[config.mk]
export PLATFORM = sky130hd
export DESIGN_NAME = btrm_loader_flat
export DESIGN_NICKNAME = d
export VERILOG_FILES = /design/src/rtl/btrm_loader_if.sv /design/src/rtl/btrm_loader.sv /design/src/flat_wrapper.sv
export SDC_FILE = /design/constraint.sdc
export NUM_CORES = 1
export LEC_CHECK = 0
export ABC_AREA = 1
export BUFFER_PORTS_ARGS = -buffer_cell sky130_fd_sc_hd__buf_2
export CORE_MARGIN = 8
export CORE_UTILIZATION = 60
export CTS_BUF_LIST = sky130_fd_sc_hd__clkbuf_4 sky130_fd_sc_hd__clkbuf_8
export DETAILED_ROUTE_END_ITERATION = 7
export PLACE_DENSITY = 0.84
export SETUP_SLACK_MARGIN = 0.1
export SLEW_MARGIN = 20
export SYNTH_ARGS = -nofsm -noshare
export SYNTH_HDL_FRONTEND = slang
export SYNTH_SLANG_ARGS = --single-unit
[constraint.sdc]
create_clock -name clk -period 5.3 [get_ports clk]
set_input_delay 1.06 -clock clk [delete_from_list [all_inputs] [get_ports clk]]
set_output_delay 1.06 -clock clk [all_outputs]
set_load 0.005 [all_outputs]
[src/rtl/btrm_loader_if.sv]
// Byte-stream intake and bootrom write port of the boot image loader.
interface btrm_loader_if #(
  parameter int ADDR_W = 16
);
  logic [7:0]        byte_data;
  logic              byte_vld;
  logic              byte_rdy;
  logic              wen;
  logic [ADDR_W-1:0] waddr;
  logic [31:0]       wdata;

  modport master (output byte_data, byte_vld, input byte_rdy, wen, waddr, wdata);
  modport slave  (input byte_data, byte_vld, output byte_rdy, wen, waddr, wdata);
endinterface

[src/rtl/btrm_loader.sv]
// Boot image loader: LE length word, then LE instruction words written to bootrom from address 0.
// Optional trailing 32-bit checksum stage enabled by BTRM_LOADER_CHKSUM_EN.
module btrm_loader #(
  parameter int RAM_DEPTH = 65536,
  parameter int ADDR_W    = 16
) (
  input  logic          clk,
  input  logic          rst_n,
  input  logic          start,
  btrm_loader_if.slave  bus,
  output logic          busy,
  output logic          done,
  output logic          err,
  output logic          hold_core
);

  if (ADDR_W != $clog2(RAM_DEPTH)) begin : g_bad_addr_w
    $error("btrm_loader: ADDR_W must equal clog2(RAM_DEPTH)");
  end

  typedef enum logic [2:0] {S_IDLE, S_LEN, S_DATA, S_WR, S_CHK, S_FIN} state_t;

  state_t            state;
  logic [1:0]        bcnt;
  logic [31:0]       shreg;
  logic [ADDR_W:0]   len;
  logic [ADDR_W-1:0] wcnt;
`ifdef BTRM_LOADER_CHKSUM_EN
  logic [31:0]       csum;
`endif

  logic        xfer;
  logic        last_byte;
  logic [31:0] asm_word;
  logic        last_word;

  // Bytes shift in from the top so the first byte lands in [7:0] after four.
  assign xfer      = bus.byte_vld & bus.byte_rdy;
  assign last_byte = xfer && (bcnt == 2'd3);
  assign asm_word  = {bus.byte_data, shreg[31:8]};
  assign last_word = (({1'b0, wcnt} + 1'b1) == len);

  always_ff @(posedge clk or negedge rst_n) begin
    if (!rst_n) begin
      state        <= S_IDLE;
      bcnt         <= '0;
      shreg        <= '0;
      len          <= '0;
      wcnt         <= '0;
`ifdef BTRM_LOADER_CHKSUM_EN
      csum         <= '0;
`endif
      bus.byte_rdy <= 1'b0;
      bus.wen      <= 1'b0;
      bus.waddr    <= '0;
      bus.wdata    <= '0;
      busy         <= 1'b0;
      done         <= 1'b0;
      err          <= 1'b0;
      hold_core    <= 1'b1;
    end else begin
      bus.wen <= 1'b0;
      if (xfer) begin
        shreg <= asm_word;
        bcnt  <= bcnt + 2'd1;
      end
      case (state)
        S_IDLE: if (start) begin
          state        <= S_LEN;
          bus.byte_rdy <= 1'b1;
          busy         <= 1'b1;
          hold_core    <= 1'b1;
          done         <= 1'b0;
          err          <= 1'b0;
          wcnt         <= '0;
          bcnt         <= '0;
`ifdef BTRM_LOADER_CHKSUM_EN
          csum         <= '0;
`endif
        end
        S_LEN: if (last_byte) begin
          if (asm_word == 32'd0) begin
`ifdef BTRM_LOADER_CHKSUM_EN
            state        <= S_CHK;
`else
            state        <= S_FIN;
            bus.byte_rdy <= 1'b0;
            busy         <= 1'b0;
            done         <= 1'b1;
            hold_core    <= 1'b0;
`endif
          end else if ({1'b0, asm_word} > 33'(RAM_DEPTH)) begin
            state        <= S_FIN;
            bus.byte_rdy <= 1'b0;
            busy         <= 1'b0;
            err          <= 1'b1;
          end else begin
            len   <= asm_word[ADDR_W:0];
            state <= S_DATA;
          end
        end
        S_DATA: if (last_byte) begin
          state        <= S_WR;
          bus.byte_rdy <= 1'b0;
          bus.wen      <= 1'b1;
          bus.waddr    <= wcnt;
          bus.wdata    <= asm_word;
        end
        S_WR: begin
          // Counter may wrap only on the final word of a full-depth image; it is not used afterwards.
          wcnt <= wcnt + 1'b1;
`ifdef BTRM_LOADER_CHKSUM_EN
          csum <= csum + bus.wdata;
`endif
          if (last_word) begin
`ifdef BTRM_LOADER_CHKSUM_EN
            state        <= S_CHK;
            bus.byte_rdy <= 1'b1;
`else
            state        <= S_FIN;
            busy         <= 1'b0;
            done         <= 1'b1;
            hold_core    <= 1'b0;
`endif
          end else begin
            state        <= S_DATA;
            bus.byte_rdy <= 1'b1;
          end
        end
`ifdef BTRM_LOADER_CHKSUM_EN
        S_CHK: if (last_byte) begin
          state        <= S_FIN;
          bus.byte_rdy <= 1'b0;
          busy         <= 1'b0;
          if (asm_word == csum) begin
            done      <= 1'b1;
            hold_core <= 1'b0;
          end else begin
            err       <= 1'b1;
          end
        end
`endif
        S_FIN:   state <= S_IDLE;
        default: state <= S_IDLE;
      endcase
    end
  end

endmodule
[src/flat_wrapper.sv]
// flat-port wrapper written by rule: the top's interface ports become plain ports
module btrm_loader_flat 
#(
  parameter int RAM_DEPTH = 65536,
  parameter int ADDR_W    = 16
)
  (clk, rst_n, start, busy, done, err, hold_core, bus_byte_data, bus_byte_vld, bus_byte_rdy, bus_wen, bus_waddr, bus_wdata);
  btrm_loader_if #(.ADDR_W(ADDR_W)) bus_i ();
  input  logic clk;
  input  logic rst_n;
  input  logic start;
  output logic busy;
  output logic done;
  output logic err;
  output logic hold_core;
  input wire logic [$bits(bus_i.byte_data)-1:0] bus_byte_data;
  input wire logic [$bits(bus_i.byte_vld)-1:0] bus_byte_vld;
  output wire logic [$bits(bus_i.byte_rdy)-1:0] bus_byte_rdy;
  output wire logic [$bits(bus_i.wen)-1:0] bus_wen;
  output wire logic [$bits(bus_i.waddr)-1:0] bus_waddr;
  output wire logic [$bits(bus_i.wdata)-1:0] bus_wdata;
  assign bus_i.byte_data = bus_byte_data;
  assign bus_i.byte_vld = bus_byte_vld;
  assign bus_byte_rdy = bus_i.byte_rdy;
  assign bus_wen = bus_i.wen;
  assign bus_waddr = bus_i.waddr;
  assign bus_wdata = bus_i.wdata;
  btrm_loader #(.RAM_DEPTH(RAM_DEPTH), .ADDR_W(ADDR_W)) u_core (.clk(clk), .rst_n(rst_n), .start(start), .bus(bus_i), .busy(busy), .done(done), .err(err), .hold_core(hold_core));
endmodule
== After elaboration in Yosys (flattened, before gate mapping) ==
Index checks and enable logic that the tools add are counted.
Operators by class
  reduce and logical (&&, ||, !) cells: 15
  eq/ne operators: 14
  add/sub/neg operators: 3
  multiplexer cells: 35
  bitwise operators: 3
  order comparisons: 1
Operator list (count)
  > comparator 32 x 17 -> 1 bit (second input constant): 1
  zero test 32 bit: 1
  one-hot mux 16 bit (2 select lines): 1
  two-way mux 1 bit: 18
  two-way mux 3 bit: 6
  adder 16 x 1 -> 17 bit (second input constant): 1
  equality test 17 bit: 1
  adder 16 x 1 -> 16 bit (second input constant): 1
  two-way mux 16 bit: 1
  AND reduction 5 bit: 3
  one-hot mux 3 bit (4 select lines): 1
  inequality test 2 x 1 -> 1 bit (second input constant): 5
  one-hot mux 1 bit (3 select lines): 3
  equality test 3 x 2 -> 1 bit (second input constant): 2
  two-way mux 2 bit: 3
  inequality test 2 bit (second input constant): 3
  AND reduction 6 bit: 1
  one-hot mux 1 bit (4 select lines): 1
  AND reduction 2 bit: 2
  AND reduction 4 bit: 1
  nonzero test 2 bit: 2
  nonzero test 4 bit: 1
  equality test 3 x 1 -> 1 bit (second input constant): 1
  zero test 3 bit: 1
  9 further kinds: 10
Word-level totals
  word-level logic and storage cells: 84
  input bits: 12
  register bits after elaboration: 124
  output and inout port bits: 54

== Longest topological paths before layout ==
  word-level depth: 5
  gate-level depth with buffers: 16
  mapped depth without buffers: 16

== Least setup slack after synthesis ==
Ideal clock, no wire load.
  kind: input to register
  start: in bus_byte_data[5]
  end: reg u_core.len[10]
  slack: 3.024 ns
  arrival time: 2.145 ns
  stages on the path: 9
  required time: 5.169 ns
  path through: inv_1 nand4_1 nor2_1 nand4_1 o21ai_1 nor2_1 nand2_2 clkbuf_1 o21ai_0
Between the ends
  word-level cells in the longest chain between the ends: 3
RTL lines
  start, declared: line flat_wrapper.sv:16  | input wire logic [$bits(bus_i.byte_data)-1:0] bus_byte_data;
  > comparator 32 x 17 -> 1 bit / zero test 32 bit (equally long branches): line btrm_loader.sv:92, btrm_loader.sv:82
  inverter 1 bit (no source line)
  AND reduction 4 bit (no source line) (*)
  end signal, assigned: line btrm_loader.sv:98  | len <= asm_word[ADDR_W:0];
  end, declared: line btrm_loader.sv:26  | logic [ADDR_W:0] len;
Mark *: on every way between the ends. The rest lies on a longest branch, timed or not.
A chain may end at the register's enable or synchronous reset.

== Worst setup path in the final report ==
  start: in bus_byte_data[4]
  end: reg u_core.len[2]
Same word-level chain as after synthesis.

==> summary.md <==
| Metric | Value |
|---|---|
| Run status | complete, no violations |
| Max VDD drop | 0.249 mV |
| Average routed wire per standard cell | 14.6 um |
| Antenna fix cells | 0 |
| Clock tree from TritonCTS | yes |
| Pwr Density | 376 mW/mm^2 |
| Grt ovf | 0 |
| CP delay by family, top | simple AND/OR/NAND/NOR gates |
| Post-synth top area share | 54.3% |
| Final Hold Vio Count | 0 |
| Clk root buf | clkbuf_8 |
| Max-capacitance violation count | 0 |
| Post-layout instance count excluding filler cells | 836 |
| Most common cell after layout, fill and taps aside | nand2_1 |
| DP HPWL | 8600 um |
| Top cells by area in the synthesized netlist | dfrtp_1 54%, nand2_1 13%, o21ai_0 9.6% |
| Fraction of layout instances using a drive strength above 1 | 16.5% |
| CP max-delay cell | nand2_2 |
| Number of warning messages in the yosys log | 0 |
| Syn-to-layout area delta | 15.4% |
| Fin Clk Skew | 0.0117 ns |
| Top Ports | 66 |
| Pin count of the biggest net entering global routing | 97 |
| Net count of the finished layout | 729 |
| Max Fanout on Critical Path | 34 |
| Type of the worst setup path | input port to flop |
| Routed vias/inst | 5.37 |
| Combined area of all synthesized cells | 0.00530 mm^2 |
| Worst-path cell chain | buf_2 > inv_1 > nand4_1 > nor2_1 > nand4_1 > a21o_1 > nor2_1 > nand2_2 > o21ai_0 |
| Gates resized, CTS repair | 0 |
| Maximum clock insertion buffer count | 2 |
| Cell type with the largest total area after synthesis | dfrtp_1 |
| Iter 0 DRT Violations | 215 |
| Top library cells by usage in the layout, fill and taps aside | 183 x nand2_1, 115 x dfrtp_1, 102 x o21ai_0 |
| Die Footprint | 0.0121 mm^2 |
| Setup crit end kind | flop |
| Number of nets still failing antenna checks after routing | 0 |
| Count of cell types in the netlist | 28 |
| Post-Syn Instances | 647 |
| Class of the tightest hold or removal check | flop to flop |
| Number of nets produced by synthesis | 661 |
| Wire length of the first global-routing pass | 20300 um |
| Die height | 110 um |
| DR vias | 4490 |
| Final-report max-slew violation count | 0 |
| Core area | 0.00864 mm^2 |
| Post-route clock period utilization | 45.0% |
| Number of buffers inserted during clock tree synthesis | 17 |
| Setup TNS | 0 ns |
| Inst Count DP | 804 |
| Quantity of I/O buffers inserted on ports | 65 |
| Transition time at the pin with the least slew margin | 0.808 ns |
| Average size of a mapped cell | 8.19 um^2 |
| Post-synthesis register bit count | 116 |
| Longest individual stage delay on the worst path | 0.34 ns |
| Source-to-sink clock delay at the later pin of the worst-skew pair | 0.43 ns |
| Die width | 110 um |
| Hold buffers post-CTS | 0 |
| Leakage | 0.00308 uW |
| Total clock sinks | 116 |
| Setup repair after global routing missed its margin | no |
| Overall fraction of global-route tracks in use | 21.4% |
| Remaining design rule violation count | 0 |
| Post-CTS Setup Bufs | 0 |
| Finished Core Util | 70.8% |
| Setup violators final | 0 |
| Total number of placement rows | 34 |
| Drt pass-1 iters | 5 |
| Required time of the worst setup path | 5.63 ns |
| Endpoint arrival time on the critical path | 2.71 ns |
| Tmin final | 2.38 ns |
| Timing-limited maximum frequency | 0.419 GHz |
| Number of antenna violations at the first check in global routing | 0 |
| Vias in the first global route | 4466 |
| Final WL | 12200 um |
| Final weighted congestion of routability-driven global placement | 0.878 |
| Portion of the post-synthesis area used by sequential elements | 54.8% |
| Starting utilization of the core area | 61.3% |
| Buf/Inv on CP | 2 |
| Remaining max-slew budget at the tightest pin | 46.1% |
| Clock slew at the register clock pins of the worst setup and hold paths | 0.07 ns |
| Startpoint type of the worst setup path | input port |
| Level count of the clock H-tree | 4 |
-- registers in the layout, summed over array words and instances (netlist names) --
register,count
u_core.shreg,24
u_core.len,17
u_core.bus.byte_rdy,1
u_core.bus.wdata,32
u_core.busy,1
u_core.err,1
u_core.state,3
u_core.bcnt,2
u_core.bus.waddr,16
u_core.done,1
u_core.bus.wen,1
u_core.wcnt,16
u_core.hold_core,1
-- area by class of cell --
type                            count  area, um^2
Sequential cell                   116        2900
Clock buffer                       18         248
Timing Repair Buffer               69         362
Fill cell                         676        2520
Clock inverter                     14         150
Multi-Input combinational cell    428        2000
Inverter                           83         312
Tap cell                          108         135
-- path summary, 6_finish.rpt --
path | startpoint | endpoint | slack (ns) | cells after the start
hold reg to reg | u_core.hold_core | u_core.hold_core | 0.47 | 2
max in group asynchronous | rst_n | u_core.len[16] | 3.68 | 2
hold / removal | u_core.hold_core | u_core.hold_core | 0.47 | 2
setup reg to reg | u_core.wcnt[0] | u_core.done | 3.04 | 14
setup / recovery | bus_byte_data[4] | u_core.len[2] | 2.92 | 9
min in group asynchronous | rst_n | u_core.bus.waddr[1] | 0.68 | 1
-- metrics by stage --
stage               cell area (um^2)  worst slack (ns)  total power, uW  hold WS, ns
floorplan                       5300              3.02             1340        0.451
global placement                5710              2.63             1470        0.451
detailed placement              5710              2.50             1490        0.454
CTS                             6110              2.94             2310        0.465
global route                    6110              2.79             2420        0.481
finish                          6110              2.92             2300        0.466
-- cells in the mapped netlist (all sizes together) --
cell type,count
nand4,22
nand2,188
buf,5
nand3,50
nor2,38
dfrtp,115
nor3,5
a21o,1
o22ai,4
xnor2,2
clkbuf,15
o21ai,105
ha,2
a21oi,5
dfstp,1
o211ai,1
nand3b,3
inv,83
o21a,2
-- power by group --
part | leakage [uW] | switching, uW | total [uW] | internal (uW)
clock | 0.000197 | 381 | 817 | 436
combinational | 0.00130 | 284 | 411 | 127
sequential | 0.00157 | 72.1 | 1070 | 998
total | 0.00308 | 737 | 2300 | 1560
-- worst register-to-register path, stage by stage (launching register included) --
cell,delay [ns]
dfrtp_1,0.43
ha_1,0.24
nand3_1,0.17
nor2_1,0.25
nand3_1,0.14
nand2_1,0.12
nand3_1,0.08
nand2_1,0.06
nand2_1,0.06
nor2_2,0.15
nand3_1,0.10
nand2_2,0.12
nand3_2,0.10
nand2_1,0.08
nand2_1,0.04
-- cells by family after synthesis --
group	count (synthesis)	share of synthesized area [%]
AOI/OAI and AO/OA	118	11.5
xor gates and xnor gates	2	0.331
adders and majority gates	2	0.472
buffers and inverters	103	7.35
DFF	116	54.8
and+or+nand+nor	306	25.5
-- routing by layer --
layer	track usage, %	vias to the layer above	wire (um)
met5	0	-	0
met4	9.93	0	218
met3	4.81	20	653
met2	34.8	134	5900
met1	26.6	2103	5410
li1	-	2233	-
Note: power is estimated with default switching activity, not from simulation.
